<file path="config.mk">
export PLATFORM = sky130hd
export DESIGN_NAME = ecc_tcdm_bank_responder
export DESIGN_NICKNAME = d
export VERILOG_FILES = /design/src/rtl/ecc_tcdm_bank_responder.sv
export SDC_FILE = /design/constraint.sdc
export NUM_CORES = 1
export LEC_CHECK = 0
export CAP_MARGIN = 15
export CORE_UTILIZATION = 54
export CTS_BUF_LIST = sky130_fd_sc_hd__clkbuf_16
export DETAILED_ROUTE_END_ITERATION = 7
export DONT_BUFFER_PORTS = 1
export GPL_TIMING_DRIVEN = 0
export PLACE_DENSITY = 0.69
export SLEW_MARGIN = 15
export SYNTH_ARGS = -nofsm -noshare
export SYNTH_HDL_FRONTEND = slang
export SYNTH_SLANG_ARGS = --single-unit
</file>
<file path="constraint.sdc">
create_clock -name clk_i -period 15.6 [get_ports clk_i]
set_input_delay 3.9 -clock clk_i [delete_from_list [all_inputs] [get_ports clk_i]]
set_output_delay 3.9 -clock clk_i [all_outputs]
set_load 0.01 [all_outputs]
</file>
<file path="src/rtl/ecc_tcdm_bank_responder.sv">
// ECC-protected TCDM bank responder: serves SECDED(39,32) encoded requests from one single-port
// SRAM bank and uses read-modify-write for partial writes. Optional read scrubbing: ECC_TCDM_SCRUB_EN.
module ecc_tcdm_bank_responder #(
  parameter int ADDR_WIDTH = 10
) (
  input  logic                  clk_i,
  input  logic                  rst_i,
  input  logic                  req_i,
  input  logic [ADDR_WIDTH-1:0] add_i,
  input  logic                  wen_i,
  input  logic [3:0]            be_i,
  input  logic [38:0]           wdata_i,
  output logic                  gnt_o,
  output logic                  r_valid_o,
  output logic [38:0]           r_rdata_o,
  output logic                  r_opc_o,
  output logic                  sram_req_o,
  output logic                  sram_we_o,
  output logic [ADDR_WIDTH-1:0] sram_addr_o,
  output logic [38:0]           sram_wdata_o,
  input  logic [38:0]           sram_rdata_i,
  output logic [15:0]           err_corr_cnt_o,
  output logic [15:0]           err_uncorr_cnt_o,
  input  logic                  cnt_clr_i
);

  typedef enum logic [1:0] {
    IDLE      = 2'd0,
    RMW_WRITE = 2'd1
`ifdef ECC_TCDM_SCRUB_EN
    , SCRUB_WRITE = 2'd2
`endif
  } state_t;

  typedef struct packed {
    logic [31:0] data;
    logic        corr;
    logic        uncorr;
  } dec_t;

  // Word layout: [31:0] data, [37:32] Hamming check bits, [38] overall parity.
  function automatic logic [5:0] hpos(input int idx);
    logic [5:0] res;
    int         n;
    res = 6'd0;
    n   = 0;
    for (int p = 3; p < 39; p++) begin
      if ((p & (p - 1)) != 0) begin
        if (n == idx) res = p[5:0];
        n++;
      end
    end
    return res;
  endfunction

  function automatic logic [38:0] secded_enc(input logic [31:0] d);
    logic [5:0] c;
    c = 6'd0;
    for (int i = 0; i < 32; i++) begin
      if (d[i]) c = c ^ hpos(i);
    end
    return {^{c, d}, c, d};
  endfunction

  function automatic dec_t secded_dec(input logic [38:0] w);
    dec_t       r;
    logic [5:0] syn;
    syn = w[37:32];
    for (int i = 0; i < 32; i++) begin
      if (w[i]) syn = syn ^ hpos(i);
    end
    r.data   = w[31:0];
    r.corr   = 1'b0;
    r.uncorr = 1'b0;
    if (^w) begin
      // Odd parity is a single flip unless the syndrome points past the last position.
      if (syn > 6'd38) begin
        r.uncorr = 1'b1;
      end else begin
        r.corr = 1'b1;
        for (int i = 0; i < 32; i++) begin
          if (syn == hpos(i)) r.data[i] = ~w[i];
        end
      end
    end else if (syn != 6'd0) begin
      r.uncorr = 1'b1;
    end
    return r;
  endfunction

  state_t                state_r, state_n;
  logic                  wr_pend_r, wr_pend_n;
  logic [ADDR_WIDTH-1:0] addr_r;
  logic [3:0]            be_r;
  logic [31:0]           wdata_r;
  logic                  wbad_r;
  logic [15:0]           corr_cnt_r, uncorr_cnt_r;
  logic                  rd_resp_s, idle_s, self_wr_s, accept_s, rmw_start_s;
  logic                  corr_evt_s, uncorr_evt_s;
  logic [31:0]           merged_s;
  dec_t                  rd_dec_s, wd_dec_s;

`ifdef ECC_TCDM_SCRUB_EN
  assign rd_resp_s = (state_r == SCRUB_WRITE);
  assign idle_s    = (state_r == IDLE) || (state_r == SCRUB_WRITE);
`else
  logic rd_pend_r, rd_pend_n;
  assign rd_resp_s = rd_pend_r;
  assign idle_s    = (state_r == IDLE);
`endif

  assign rd_dec_s         = secded_dec(sram_rdata_i);
  assign wd_dec_s         = secded_dec(wdata_i);
  assign err_corr_cnt_o   = corr_cnt_r;
  assign err_uncorr_cnt_o = uncorr_cnt_r;

  // Merge the enabled new bytes over the corrected old word.
  always_comb begin
    merged_s = rd_dec_s.data;
    for (int b = 0; b < 4; b++) begin
      if (be_r[b]) merged_s[8*b +: 8] = wdata_r[8*b +: 8];
      else         merged_s[8*b +: 8] = rd_dec_s.data[8*b +: 8];
    end
  end

  // Next state, response, bank access and grant.
  always_comb begin
    state_n      = IDLE;
    wr_pend_n    = 1'b0;
`ifndef ECC_TCDM_SCRUB_EN
    rd_pend_n    = 1'b0;
`endif
    r_valid_o    = 1'b0;
    r_rdata_o    = 39'd0;
    r_opc_o      = 1'b0;
    sram_req_o   = 1'b0;
    sram_we_o    = 1'b0;
    sram_addr_o  = add_i;
    sram_wdata_o = wdata_i;
    corr_evt_s   = 1'b0;
    uncorr_evt_s = 1'b0;
    self_wr_s    = 1'b0;
    rmw_start_s  = 1'b0;
    if (rst_i) begin
      state_n = IDLE;
    end else if (rd_resp_s) begin
      r_valid_o    = 1'b1;
      r_rdata_o    = sram_rdata_i;
      r_opc_o      = rd_dec_s.uncorr;
      corr_evt_s   = rd_dec_s.corr;
      uncorr_evt_s = rd_dec_s.uncorr;
`ifdef ECC_TCDM_SCRUB_EN
      if (rd_dec_s.corr) begin
        r_rdata_o    = secded_enc(rd_dec_s.data);
        sram_req_o   = 1'b1;
        sram_we_o    = 1'b1;
        sram_addr_o  = addr_r;
        sram_wdata_o = secded_enc(rd_dec_s.data);
        self_wr_s    = 1'b1;
      end else begin
        self_wr_s    = 1'b0;
      end
`endif
    end else if (wr_pend_r) begin
      r_valid_o = 1'b1;
    end else if (state_r == RMW_WRITE) begin
      r_valid_o    = 1'b1;
      r_opc_o      = rd_dec_s.uncorr | wbad_r;
      corr_evt_s   = rd_dec_s.corr;
      uncorr_evt_s = rd_dec_s.uncorr;
      if (!(rd_dec_s.uncorr | wbad_r)) begin
        sram_req_o   = 1'b1;
        sram_we_o    = 1'b1;
        sram_addr_o  = addr_r;
        sram_wdata_o = secded_enc(merged_s);
        self_wr_s    = 1'b1;
      end else begin
        self_wr_s    = 1'b0;
      end
    end else begin
      r_valid_o = 1'b0;
    end

    gnt_o    = req_i && idle_s && !self_wr_s;
    accept_s = gnt_o && !rst_i;
    if (accept_s) begin
      if (wen_i) begin
        sram_req_o = 1'b1;
`ifdef ECC_TCDM_SCRUB_EN
        state_n    = SCRUB_WRITE;
`else
        rd_pend_n  = 1'b1;
`endif
      end else if (be_i == 4'hF) begin
        sram_req_o = 1'b1;
        sram_we_o  = 1'b1;
        wr_pend_n  = 1'b1;
      end else if (be_i == 4'h0) begin
        wr_pend_n  = 1'b1;
      end else begin
        sram_req_o  = 1'b1;
        rmw_start_s = 1'b1;
        state_n     = RMW_WRITE;
      end
    end else begin
      rmw_start_s = 1'b0;
    end
  end

  // State and pending-response registers; request fields captured on every accept.
  always_ff @(posedge clk_i) begin
    if (rst_i) begin
      state_r   <= IDLE;
      wr_pend_r <= 1'b0;
`ifndef ECC_TCDM_SCRUB_EN
      rd_pend_r <= 1'b0;
`endif
      addr_r    <= '0;
      be_r      <= 4'h0;
      wdata_r   <= 32'd0;
      wbad_r    <= 1'b0;
    end else begin
      state_r   <= state_n;
      wr_pend_r <= wr_pend_n;
`ifndef ECC_TCDM_SCRUB_EN
      rd_pend_r <= rd_pend_n;
`endif
      if (accept_s) addr_r <= add_i;
      if (rmw_start_s) begin
        be_r    <= be_i;
        wdata_r <= wd_dec_s.data;
        wbad_r  <= wd_dec_s.uncorr;
      end
    end
  end

  // Saturating error counters; clear wins over increment.
  always_ff @(posedge clk_i) begin
    if (rst_i || cnt_clr_i) begin
      corr_cnt_r   <= 16'd0;
      uncorr_cnt_r <= 16'd0;
    end else begin
      if (corr_evt_s && corr_cnt_r != 16'hFFFF) corr_cnt_r <= corr_cnt_r + 16'd1;
      if (uncorr_evt_s && uncorr_cnt_r != 16'hFFFF) uncorr_cnt_r <= uncorr_cnt_r + 16'd1;
    end
  end

endmodule

</file>
=== Word-level counts from Yosys, hierarchy flattened ===
Cells that the tools add are included.
W data, S select, Z words.

* Latch bits: 0
* Word-level logic and storage cells: 21,940
* Bits in registers: 83
* Output and inout port bits: 125
* Bits in read-only memories: 0
* RAM bits: 0
* Input port bits: 97
* Memories: 0

* Muxes and demuxes: 13,780
* Magnitude comparators: 2
* Shift-type cells: 0
* Equality and inequality tests: 4,873
* Bitwise gates (word level): 161
* Reduce and logical (&&, ||, !) cells: 173
* $mul: 0
* Divide/modulo/power cells: 0
* Add/sub/neg operators: 2,942

{| class="wikitable"
|+ Operators with widths
! cell !! count
|-
| $mux W32 || 8,060
|-
| $add A32 B2 Y32 const B || 2,940
|-
| $eq A32 B6 Y1 const B || 2,480
|-
| $eq A32 B5 Y1 const B || 1,240
|-
| $mux W6 || 5,434
|-
| $eq A32 B4 Y1 const B || 620
|-
| $eq A32 B3 Y1 const B || 310
|-
| $eq A32 B2 Y1 const B || 155
|-
| $logic_not A32 Y1 || 155
|-
| $xor A6 B6 Y6 || 95
|-
| $mux W3 || 160
|-
| $eq A6 B6 Y1 || 64
|-
| $mux W39 || 7
|-
| $mux W33 || 4
|-
| $mux W1 || 106
|-
| $reduce_xor A39 Y1 || 2
|-
| $not A1 Y1 || 65
|-
| $mux W10 || 5
|-
| $reduce_xor A38 Y1 || 1
|-
| $add A16 B1 Y16 const B || 2
|-
| $mux W8 || 4
|-
| $ne A16 B16 Y1 const B || 2
|-
| $gt A6 B6 Y1 const B || 2
|-
| $reduce_bool A6 Y1 || 2
|-
| 11 further kinds || 16
|}

=== Longest topological paths before layout ===
Gate-level depths: netlist (run 1).

* Word-level depth: 677
* Depth in mapped cells: 15
* Gate-level depth less buffers: 13

=== Least setup slack after synthesis (run 1) ===
Ideal clock, no wire load.

* Path type: input to output
* Start: input port sram_rdata_i[20]
* End: output port sram_wdata_o[38]
* Slack: 3.475 ns
* Required time: 11.700 ns
* Buffers on the path: 1
* Arrival: 8.225 ns
* Cell stages on the path: 14
* Cell sequence: xnor2_2 -> xnor3_1 -> xnor2_2 -> xnor3_2 -> or3_1 -> buf_6 -> o31a_1 -> o31ai_2 -> xor3_2 -> xnor3_1 -> xnor3_2 -> xor3_1 -> xnor3_1 -> mux2_2

* Cells in the longest elaborated chain, start to end: 257
* Elaborated cells on any way between the ends: 330
* Classes of those cells: order compare (1); eq/ne (32); mux (250); bitwise (44); reduce/logical (3)

{| class="wikitable"
|+ Ends and longest elaborated chain
! element !! RTL line !! text
|-
| start: declaration || 21 || <nowiki>input logic [38:0] sram_rdata_i,</nowiki>
|-
| branches (longest 252 deep; another with $mux W6) || - ||
|-
| $mux W39 (*) (5 in series) || - ||
|-
| end: declaration || 20 || <nowiki>output logic [38:0] sram_wdata_o,</nowiki>
|}

Every way passes the cells marked *. The select of a mux whose other input is x is not followed.

=== Worst setup path in the final report (run 1) ===
* Start: input port sram_rdata_i[17]
* End: output port sram_wdata_o[38]

* Cells in the longest elaborated chain, start to end: 263
* Elaborated cells on any way between the ends: 336
* Classes of those cells: order compare (1); eq/ne (32); mux (253); bitwise (47); reduce/logical (3)

{| class="wikitable"
|+ Ends and longest elaborated chain
! element
|-
| branches (longest 258 deep; another with $mux W6)
|-
| $mux W39 (*) (5 in series)
|}

Marks and branches as above.

==> run metrics, run 1 <==
status finished clean; share of cells above drive strength 1 6.37%; R2R cell count 11; RePlAce Congestion 1.05; Post-synth EDFFs 0; Max Slew Vio Count 0; CTS sink cnt 82; ant diodes 0; worst setup path class in2out; Hold WC Path Type reg2reg; Synth Register Bits 82; fillers 1,279; first-pass GRT wire length 34,900 um; Tot Pwr 0.00116 W; DRT Wirelength 23,500 um; die width 121 um; largest net degree at the start of global routing 16; cts-stage hold buffer count 0; post-synth top area cell dfxtp_1; Pwr Density 141 nW/um2; setup tns final 0 ns; grt ovf 0; CP endpoint kind primary output; Area Overhead vs Synth 6.94%; Fin. Hold Viols 0; DP Wirelength 19,300 um; average size of a mapped cell 8.16 um2; Via density 5.96; min Tclk post-route 12.88 ns; vias in the first global route 6,172; CP Max Fanout 10; initial antenna violation count 0; row cnt 43; largest cells by area after synthesis dfxtp_1 21%, xnor2_1 16%, xnor3_1 7.9%; setup bufs post-CTS 0; CTS tree yes; Fmax 0.0776 GHz; worst-skew pair later-pin latency 0.35 ns; post-synthesis cell area 7680 um2; Die Ht 121 um; sequential fraction of the synthesis area 21.4%; clock skew 0.00593 ns; final net count 1,051; die area 14,700 um2; RSZ-0062 raised after global routing no; Final ANT Viol Nets 0; warnings from Yosys 0; core area 13,900 um2; commonest non-fill, non-tap cell in the layout xnor2_1; VDD IR-drop max 0.0867 mV; wire per inst 20.7 um; CTS Buf Count 9; Synthesized Nets 1,040; hold path cells 2; most frequent cells in the layout 137 x xnor2_1, 103 x nor2_1, 99 x nand2_1, 82 x dfxtp_1, 67 x xor2_1; PortBufs 0; GR Util All Layers 31.8%; Slew headroom 28.3%; Worst EP arrival 8.98 ns; DR pass1 iterations 5; CTS H-tree depth 3; CTS clk-pin slew, worst paths 0.07 ns; CP Launch Type input pin; synth unique cells 46; post-cts sizing count 0; static leakage 2.89 nW; Synth Instances 941; main flop type after synthesis dfxtp_1; top cell type's share of synthesized area 21.4%; Final Cycle Share 82.6%; Iter 0 DRT Violations 619; Root Buffer clkbuf_16; final core utilization 59.1%; Worst-Margin Slew 1.06 ns; Setup-failing EPs final 0; Async SR Flop Fraction 0%; vias 6,781; WP data required 11.70 ns; io pins 222; DRC Markers 0; clock tree buffer depth 2; max-cap viol count 0; Initial Util 55.3%
through the flow:
stage	instance area, um2	worst slack [ns]	hold WS [ns]	std cells
after floorplan	7680	3.47	0.434	941
after global placement	7900	2.89	0.440	1121
after detailed placement	7900	2.83	0.448	1121
after CTS	8200	2.81	0.457	1137
after global routing	8210	2.44	0.473	1137
final	8210	2.72	0.455	1137
final cells by class:
type / count / area [um2] / area share [%]
Inverter: 19 / 71.3 / 0.869
Tap cell: 180 / 225 / 2.74
Clock buffer: 9 / 225 / 2.74
Buffer: 43 / 170 / 2.07
Multi-Input combinational cell: 797 / 5800 / 70.6
Clock inverter: 7 / 77.6 / 0.945
Sequential cell: 82 / 1640 / 20.0
Yosys cell counts (all sizes together) (3+ instances only):
cell type  number
xnor2         143
nor2          103
nand2          99
dfxtp          82
xor2           67
o21ai          57
and2           43
clkbuf         40
a21oi          31
xnor3          30
mux2           28
or3            27
a211oi         24
nor3           23
nand3          22
inv            19
nand2b         13
mux2i          10
a311oi          9
nand4           8
o31ai           7
or4             7
nor4            6
xor3            6
nor2b           5
nor3b           4
o211ai          4
o21a            4
buf             3
o31a            3
kinds of logic (layout without fill, tap and decap cells):
logic type / count (synthesis) / after routing / share of synthesized area (%)
compound gates: 145 / 145 / 11.6
xor+xnor: 246 / 246 / 35.3
fa+ha+maj: 2 / 2 / 0.326
buf+inv: 62 / 78 / 3.15
flops: 82 / 82 / 21.4
mux: 38 / 38 / 5.41
simple gates: 366 / 366 / 22.9
worst max-delay path, stage by stage:
cell	delay (ns)
buf_2	0.17
xor2_1	0.18
xnor3_1	0.43
xnor2_1	0.14
xnor2_1	0.56
nand2b_1	0.18
clkbuf_1	0.32
nor4_1	0.11
o31ai_1	0.76
xnor3_1	0.45
xnor3_1	0.42
xnor3_2	0.45
xor3_1	0.40
xnor3_1	0.21
mux2_2	0.30
final timing paths:
path,from,to,slack [ns]
max reg2reg,err_uncorr_cnt_o[5]$_SDFFE_PP0P_,err_uncorr_cnt_o[9]$_SDFFE_PP0P_,12.90
max,sram_rdata_i[17],sram_wdata_o[38],2.72
min reg2reg,addr_r[3]$_SDFFE_PP0P_,addr_r[3]$_SDFFE_PP0P_,0.45
min,addr_r[3]$_SDFFE_PP0P_,addr_r[3]$_SDFFE_PP0P_,0.45
report_power, final:
part / switching (W) / internal (W)
logic: 0.000408 / 0.000310
clock network: 0.0000916 / 0.000125
registers: 0.00000534 / 0.000217
total: 0.000505 / 0.000652
metal layers:
metal	global-route usage [%]	part of all wire, %	vias to the layer above
met3	5.97	8.5	31
met1	42.9	44	3168
met2	51.5	46	358
li1	-	-	3224
met5	0	0	-
met4	8.87	1.8	0
sequential cells by signal, indices dropped and copies added (netlist names):
name and count:
err_corr_cnt_o 16, rd_pend_r 1, wr_pend_r 1, wbad_r 1
err_uncorr_cnt_o 16, state_r 1, wdata_r 32, addr_r 10
be_r 4
(Power assumes the default switching activity.)
==> inputs of run 2 (changes only) <==
- PLACE_DENSITY: 0.69 -> 0.72
- clock period: 15.6 -> 10.5 ns (I/O delays scaled with it)
==> run metrics, run 2 (synthesis results as in run 1) <==
status finished clean; CTS Buf Count 9; R2R cell count 11; ant diodes 0; Pwr Density 213 nW/um2; share of cells above drive strength 1 6.58%; CP Max Fanout 6; Worst-Margin Slew 1.18 ns; worst setup path class in2out; Worst EP arrival 7.58 ns; core area 13,900 um2; first-pass GRT wire length 35,200 um; DRC Markers 0; worst-skew pair later-pin latency 0.34 ns; RePlAce Congestion 0.995; VDD IR-drop max 0.118 mV; clock tree buffer depth 2; DP Wirelength 19,700 um; Setup-failing EPs final 0; Initial Util 55.3%; RSZ-0062 raised after global routing no; clock skew 0.00671 ns; largest net degree at the start of global routing 17; row cnt 43; crit path from sram_rdata_i[23]; most frequent cells in the layout 137 x xnor2_1, 103 x nor2_1, 99 x nand2_1, 82 x dfxtp_1, 67 x xor2_1; Fmax 0.0980 GHz; CTS H-tree depth 3; Tot Pwr 0.00176 W; io pins 222; setup bufs post-CTS 0; WP data required 7.88 ns; Reg with most FFs wdata_r; CTS tree yes; max-cap viol count 0; Seq. cell area 1640 um2; vias in the first global route 6,249; die area 14,700 um2; DR pass1 iterations 5; setup tns final 0 ns; Fin. Hold Viols 0; PortBufs 0; CP endpoint kind primary output; FF-to-FF Start err_uncorr_cnt_o[6]$_SDFFE_PP0P_; Hold WC Path Type reg2reg; worst setup path end sram_wdata_o[38]; Iter 0 DRT Violations 405; Max Slew Vio Count 0; min Tclk post-route 10.21 ns; vias 6,811; fillers 1,310; grt ovf 0; initial antenna violation count 0; Area Overhead vs Synth 7.38%; Largest register FFs 32; Worst R2R End err_uncorr_cnt_o[9]$_SDFFE_PP0P_; flop2flop setup slack 7.79 ns; die width 121 um; CTS clk-pin slew, worst paths 0.07 ns; GR Util All Layers 32.3%; Slew headroom 20.4%; Via density 5.99; Final Cycle Share 97.2%; CP Launch Type input pin; footprint of the multi-input gates 5800 um2; Die Ht 121 um; final net count 1,051; Final ANT Viol Nets 0; commonest non-fill, non-tap cell in the layout xnor2_1; CTS sink cnt 82; DRT Wirelength 23,900 um; Root Buffer clkbuf_16; wire per inst 21.0 um; static leakage 2.91 nW
==> run 2: changes by cell type in the layout (fill, tap and decap cells not counted) <==
cell        change
bufinv_16       +1
clkinv_1        -1
clkinvlp_4      -2
inv_6           +2
o31ai_1         -1
o31ai_2         +1
==> run 2: area by class of cell <==
| type | count | area share, % |
|---|---|---|
| buffer | 43 | 2.06 |
| clock buffer | 9 | 2.73 |
| clock inverter | 7 | 1.29 |
| inverter | 19 | 0.865 |
| multi-input combinational | 797 | 70.4 |
| sequential | 82 | 19.9 |
| tap | 180 | 2.73 |
==> run 2: timing repair <==
action	4_1_cts	5_1_grt
endpoints found under the hold margin	0	0
hold buffers	0	0
endpoints found under the setup margin	0	1
gates resized for setup	0	1
==> run 2: worst min path at each step <==
| stage | depth (start not counted) | start | endpoint |
|---|---|---|---|
| after floorplan | 2 | addr_r[0]$_SDFFE_PP0P_ | addr_r[0]$_SDFFE_PP0P_ |
| after global placement | 2 | addr_r[3]$_SDFFE_PP0P_ | addr_r[3]$_SDFFE_PP0P_ |
| after detailed placement | 2 | addr_r[3]$_SDFFE_PP0P_ | addr_r[3]$_SDFFE_PP0P_ |
| after CTS | 2 | addr_r[3]$_SDFFE_PP0P_ | addr_r[3]$_SDFFE_PP0P_ |
| after global routing | 2 | addr_r[6]$_SDFFE_PP0P_ | addr_r[6]$_SDFFE_PP0P_ |
| final | 2 | addr_r[3]$_SDFFE_PP0P_ | addr_r[3]$_SDFFE_PP0P_ |
==> run 2: report_power, final <==
group,switching [W],internal (W)
clock,0.000137,0.000213
combinational,0.000617,0.000460
sequential,0.00000847,0.000322
==> run 2: layer usage <==
| layer | part of all wire (%) | track usage (%) | wire length (um) |
|---|---|---|---|
| met3 | 8.4 | 5.87 | 2010 |
| met4 | 2.7 | 11.1 | 655 |
| met1 | 43 | 42.7 | 10300 |
| met5 | 0 | 0 | 0 |
| met2 | 46 | 52.5 | 10900 |
==> run 2: worst max-delay path, stage by stage <==
cell      delay, ns
clkbuf_1       0.26
xor2_1         0.33
xnor3_1        0.35
xor3_2         0.42
nand2b_4       0.09
or3_1          0.40
or3_1          0.38
a31oi_1        0.52
xor3_2         0.51
xnor3_1        0.37
xnor3_2        0.41
xor3_1         0.40
xnor3_1        0.21
mux2_2         0.30
==> run 2: through the flow <==
stage / cells / setup WS [ns] / cell area [um2] / utilization, % / hold slack [ns]
floorplan: 941 / 0.925 / 7680 / - / 0.434
global placement: 1121 / 0.316 / 7900 / 56.9 / 0.441
detailed placement: 1121 / 0.291 / 7910 / 57.0 / 0.448
CTS: 1137 / 0.283 / 8240 / 59.3 / 0.458
global route: 1137 / 0.106 / 8240 / 59.4 / 0.471
finish: 1137 / 0.292 / 8240 / 59.4 / 0.454
==> inputs of run 3 (changes only) <==
- HOLD_SLACK_MARGIN: unset -> 0.05
==> results of run 3 <==
The final DEF is identical to that of run 2; final timing and power are the same.
